==> src/rtl/bin_cnt_pkg.sv <==
// bin_cnt_pkg: shared FSM state type and default counter width for the binary counter.
package bin_cnt_pkg;
    typedef enum logic [0:0] {S_IDLE, S_COUNT} state_t;
    localparam int DEFAULT_SIZE = 4;
endpackage

==> src/rtl/bin_cnt_datapath.sv <==
// bin_cnt_datapath: count register plus incrementer, wraps modulo 2^size.
module bin_cnt_datapath #(
    parameter int size = bin_cnt_pkg::DEFAULT_SIZE
) (
    input  logic            enable_DP,
    input  logic            clk,
    input  logic            rst,
    output logic [size-1:0] count
);
    logic [size-1:0] count_q, count_d;
    always_comb count_d = enable_DP ? count_q + size'(1) : count_q;
    always_ff @(posedge clk) count_q <= rst ? '0 : count_d;
    assign count = count_q;
endmodule

==> src/rtl/binary_counter_part_rtl_spec.sv <==
// binary_counter_part_rtl_spec: FSM control unit driving a counter datapath.
// Optional registered wrap pulse output when BIN_CNT_WRAP_FLAG_EN is defined.
module binary_counter_part_rtl_spec
    import bin_cnt_pkg::*;
#(
    parameter int size = DEFAULT_SIZE
) (
    output logic [size-1:0] count,
    input  logic            enable,
    input  logic            clk,
    input  logic            rst
`ifdef BIN_CNT_WRAP_FLAG_EN
    ,
    output logic            wrap
`endif
);
    state_t state_q, state_d;
    logic   enable_DP;
    always_ff @(posedge clk) state_q <= rst ? S_IDLE : state_d;
    // Mealy strobe: the increment follows enable in both states, no added latency
    always_comb begin
        state_d   = state_q;
        enable_DP = enable;
        if (state_q == S_IDLE) state_d = enable ? S_COUNT : S_IDLE;
        else                   state_d = enable ? S_COUNT : S_IDLE;
    end
    bin_cnt_datapath #(.size(size)) u_dp (
        .enable_DP(enable_DP),
        .clk      (clk),
        .rst      (rst),
        .count    (count)
    );
`ifdef BIN_CNT_WRAP_FLAG_EN
    logic wrap_q, wrap_d;
    always_comb wrap_d = enable_DP && (count == {size{1'b1}});
    always_ff @(posedge clk) wrap_q <= rst ? 1'b0 : wrap_d;
    assign wrap = wrap_q;
`endif
endmodule

==> config.mk <==
export PLATFORM = sky130hd
export DESIGN_NAME = binary_counter_part_rtl_spec
export DESIGN_NICKNAME = d
export VERILOG_FILES = /design/src/rtl/bin_cnt_pkg.sv /design/src/rtl/bin_cnt_datapath.sv /design/src/rtl/binary_counter_part_rtl_spec.sv
export SDC_FILE = /design/constraint.sdc
export NUM_CORES = 1
export LEC_CHECK = 0
export BUFFER_PORTS_ARGS = -buffer_cell sky130_fd_sc_hd__buf_2
export CORE_AREA = 2 2 39 41
export DETAILED_ROUTE_END_ITERATION = 16
export DIE_AREA = 0 0 41 43
export PLACE_DENSITY_LB_ADDON = 0.3
export SYNTH_ARGS = -nofsm -noshare
export SYNTH_HDL_FRONTEND = slang
export SYNTH_SLANG_ARGS = --single-unit
==> constraint.sdc <==
create_clock -name clk -period 2.1 [get_ports clk]
set_input_delay 0.315 -clock clk [delete_from_list [all_inputs] [get_ports clk]]
set_output_delay 0.315 -clock clk [all_outputs]
set_load 0.03 [all_outputs]
==> run summary <==
The run finished with clean final reports. The total power of the final layout is 207.3 uW. The number of storage elements in the synthesis netlist is 4. In the final timing run, aggregate negative setup slack is 0 ns. The placeable core region came out at 0.001384 mm^2. The basic-gate share of the synthesized area counting and, or, nand and nor cells came out at 0.2098. The time the final worst path needs with I/O delays and setup came out at 1.166 ns.

VDD sags by at most 0.09936 mV. The share of synthesized area in the top cell type comes to 0.4476. The ratio of cells with drive above 1 in the final layout came out at 0.4800. For this design the top-level I/O count stands at 7. The number of H-tree branching levels is 1.

Across the whole layout, storage elements account for 80.08 um^2. The number of instances in the synthesized netlist came out at 16. The timing-limited maximum frequency came out at 857.6 MHz. The count of final setup violators is 0. The number of cells in the finished layout apart from fillers came out at just over 40.

The final number of hold-violating endpoints came to 0. The buffer type at the clock tree root is sky130_fd_sc_hd__clkbuf_4. The number of flip-flops under the largest register name came out at 4. The stage delay of the slowest cell on the critical path came out at ~0.4 ns. The final weighted congestion of routability-driven global placement came out at ~0.54. The first-pass GRT wire length is 572 um. The class of the tightest hold or removal check is in2reg. The insertion delay to the later sink of the worst-skew pair is 0.23 ns.

For this block, the via count after detailed routing is 162. The final routed wire length divided by cell count is 8.805 um. The standard cell area after detailed placement is between 200 and 250 um^2.

The initial core utilization came out at 0.1293. Traced cell by cell, the critical path runs through buf_2. The number of antenna-violating nets in the routed design came out at 0. The share of the clock period used by the worst path after layout is 0.5552. The final standard cell area without fillers came out at 251.5 um^2. The post-synth net total came out at 20. The final clock skew came out at 0.0009916 ns.

Clock tree synthesis inserted a total of 3 buffers. The sequential fraction of the synthesis area is 0.4476. The all-layer global routing usage came out at 0.05416. The unique cell type count in the Yosys netlist is 11.

The number of max-slew violations in the final report is 0. The initial antenna violation count was 0. The final net count came out at 31. Yosys printed 0 warnings. Along the worst path, the maximum fanout reaches 4. The worst endpoint required time is ~1.8 ns. Of the total synthesized cell area, the portion taken by XOR and XNOR cells is 0.04895. The number of instances resized during post-cts repair came out at 0. In this run the static leakage power is 0.0001276 uW.

STA puts the critical path data arrival time at between 0.8 and 0.9 ns. The filler cells instantiated in the layout total 161. Wires add up to between 300 and 400 um.

The total of hold buffers inserted after clock tree synthesis came out at 0. Buffers added to address setup during post-CTS repair amount to 0. The iteration-0 DRC count of the detailed router is 0. The pin slew with the least headroom to its limit came out at 0.1680 ns. The complex-gate fraction of the synthesized area came out at 0.08392. The cell total after placement came out at 38. 0 antenna diodes ended up in the layout. The normalized max-slew margin came out at 0.8879. The worst setup path is captured at an output port. The via count of the first global-routing pass is 156. The number of buffers and inverters on the critical path is 1. The average size of a mapped cell is 11.18 um^2. By area the synthesized netlist is led by sky130_fd_sc_hd__dfxtp_1, sky130_fd_sc_hd__mux2_4, sky130_fd_sc_hd__ha_1. The half-perimeter wire length after detailed placement came out at about 280 um.

For this run, design rule violations remaining after detail routing come to 0. The floorplan row count is 14. Relative to the synthesized area, the layout overhead comes to 40.56%.

The post-synthesis cell type with the largest combined area is sky130_fd_sc_hd__dfxtp_1. The portion of synthesized area spent on multiplexers is 0.1399. The area occupied by multi-input gates is slightly below 100 um^2. The overall die width is 41 um. The clock slew at the register clock pins of the worst setup and hold paths came out at 0.04 ns. The max-cap violation count is 0. The vertical extent of the die came out at 43 um.

TritonCTS built the clock tree. The count of buffers from port buffering is 6. Setup repair after global routing left no endpoint under its margin. The TritonCTS sink count came out at 4. The post-synthesis cell area came out at ~180 um^2. The worst setup path is launched from a register. The clock tree buffer depth came out at 2. The leftover overflow at the end of global routing came out at 0. In this design, the largest share of critical-path delay is due to flip-flops. The floorplan step defined a die boundary enclosing ~0.0018 mm^2.

The first-pass iteration count of the detailed router came out at 1. The type of the worst setup path is reg2out. The power density relative to cell area came out at 824.4 mW/mm^2.

The maximum number of pins on one net before global-route repair is 6. The average via count per standard cell came out at 3.951. Of the total synthesized cell area, the portion taken by full adders, half adders and majority gates is 0.06993. The slowest stage of the critical path is the sky130_fd_sc_hd__dfxtp_1 cell. After synthesis, the largest family of logic cells by area is simple AND/OR/NAND/NOR gates.
synth_stat cells:
master and count:
sky130_fd_sc_hd__a21bo_2 1, sky130_fd_sc_hd__a21oi_1 1, sky130_fd_sc_hd__dfxtp_1 4, sky130_fd_sc_hd__ha_1 1, sky130_fd_sc_hd__mux2_4 1, sky130_fd_sc_hd__mux2i_1 1, sky130_fd_sc_hd__nand3b_1 1, sky130_fd_sc_hd__nand4_2 1
sky130_fd_sc_hd__nor2_1 3, sky130_fd_sc_hd__nor2b_1 1, sky130_fd_sc_hd__xnor2_1 1
metal layers:
| metal | up-vias | global-route usage | part of all wire |
|---|---|---|---|
| met5 | - | 0 | 0 |
| met1 | 78 | 0.03846 | 0.34 |
| met2 | 8 | 0.08438 | 0.57 |
| met3 | 0 | 0.01571 | 0.091 |
| met4 | 0 | 0.08000 | 0 |
| li1 | 76 | - | - |
path summary, 6_finish.rpt:
path / start / end / slack, ns / depth (start not counted)
worst max register to register: u_dp.count[0]$_SDFFE_PP0P_ / u_dp.count[2]$_SDFFE_PP0P_ / 1.14 / 3
worst max-delay path: u_dp.count[0]$_SDFFE_PP0P_ / count[0] / 0.93 / 1
worst min register to register: u_dp.count[1]$_SDFFE_PP0P_ / u_dp.count[1]$_SDFFE_PP0P_ / 0.57 / 2
worst min-delay path: rst / u_dp.count[0]$_SDFFE_PP0P_ / 0.31 / 2
where the power goes:
part,leakage (uW),switching [uW],internal (uW)
registers,0.0000326,4.88,80.6
clock network,0.0000138,31.1,63.9
logic,0.0000811,16.7,10.1
final cells by class:
cell class / instances / area share
well taps: 16 / 0.07960
clock buffers: 3 / 0.08955
flip-flops and latches: 4 / 0.3184
repair buffers: 6 / 0.1194
multi-input cells: 12 / 0.3930
kinds of logic after synthesis:
family | after synthesis
DFF | 4
muxes | 2
AOI/OAI and AO/OA | 2
and+or+nand+nor | 6
adders and majority gates | 1
xor gates and xnor gates | 1
layout by cell type (no fill, tap or decap):
master / count
sky130_fd_sc_hd__mux2_4: 1
sky130_fd_sc_hd__ha_1: 1
sky130_fd_sc_hd__a21bo_2: 1
sky130_fd_sc_hd__dfxtp_1: 4
sky130_fd_sc_hd__a21oi_1: 1
sky130_fd_sc_hd__nor2b_1: 1
sky130_fd_sc_hd__nand3b_1: 1
sky130_fd_sc_hd__nor2_1: 3
sky130_fd_sc_hd__clkbuf_4: 3
sky130_fd_sc_hd__buf_2: 6
sky130_fd_sc_hd__nand4_2: 1
sky130_fd_sc_hd__mux2i_1: 1
sky130_fd_sc_hd__xnor2_1: 1
through the flow:
stage | utilization | hold slack, ns | setup WS [ns]
after floorplan | - | 0.3841 | 0.9839
after global placement | 0.1655 | 0.5360 | 1.124
after detailed placement | 0.1655 | 0.5444 | 1.106
after CTS | 0.1817 | 0.2946 | 0.9140
after global routing | 0.1817 | 0.3093 | 0.8762
final | 0.1817 | 0.3068 | 0.9340
Power figures use the tool's default switching activity.
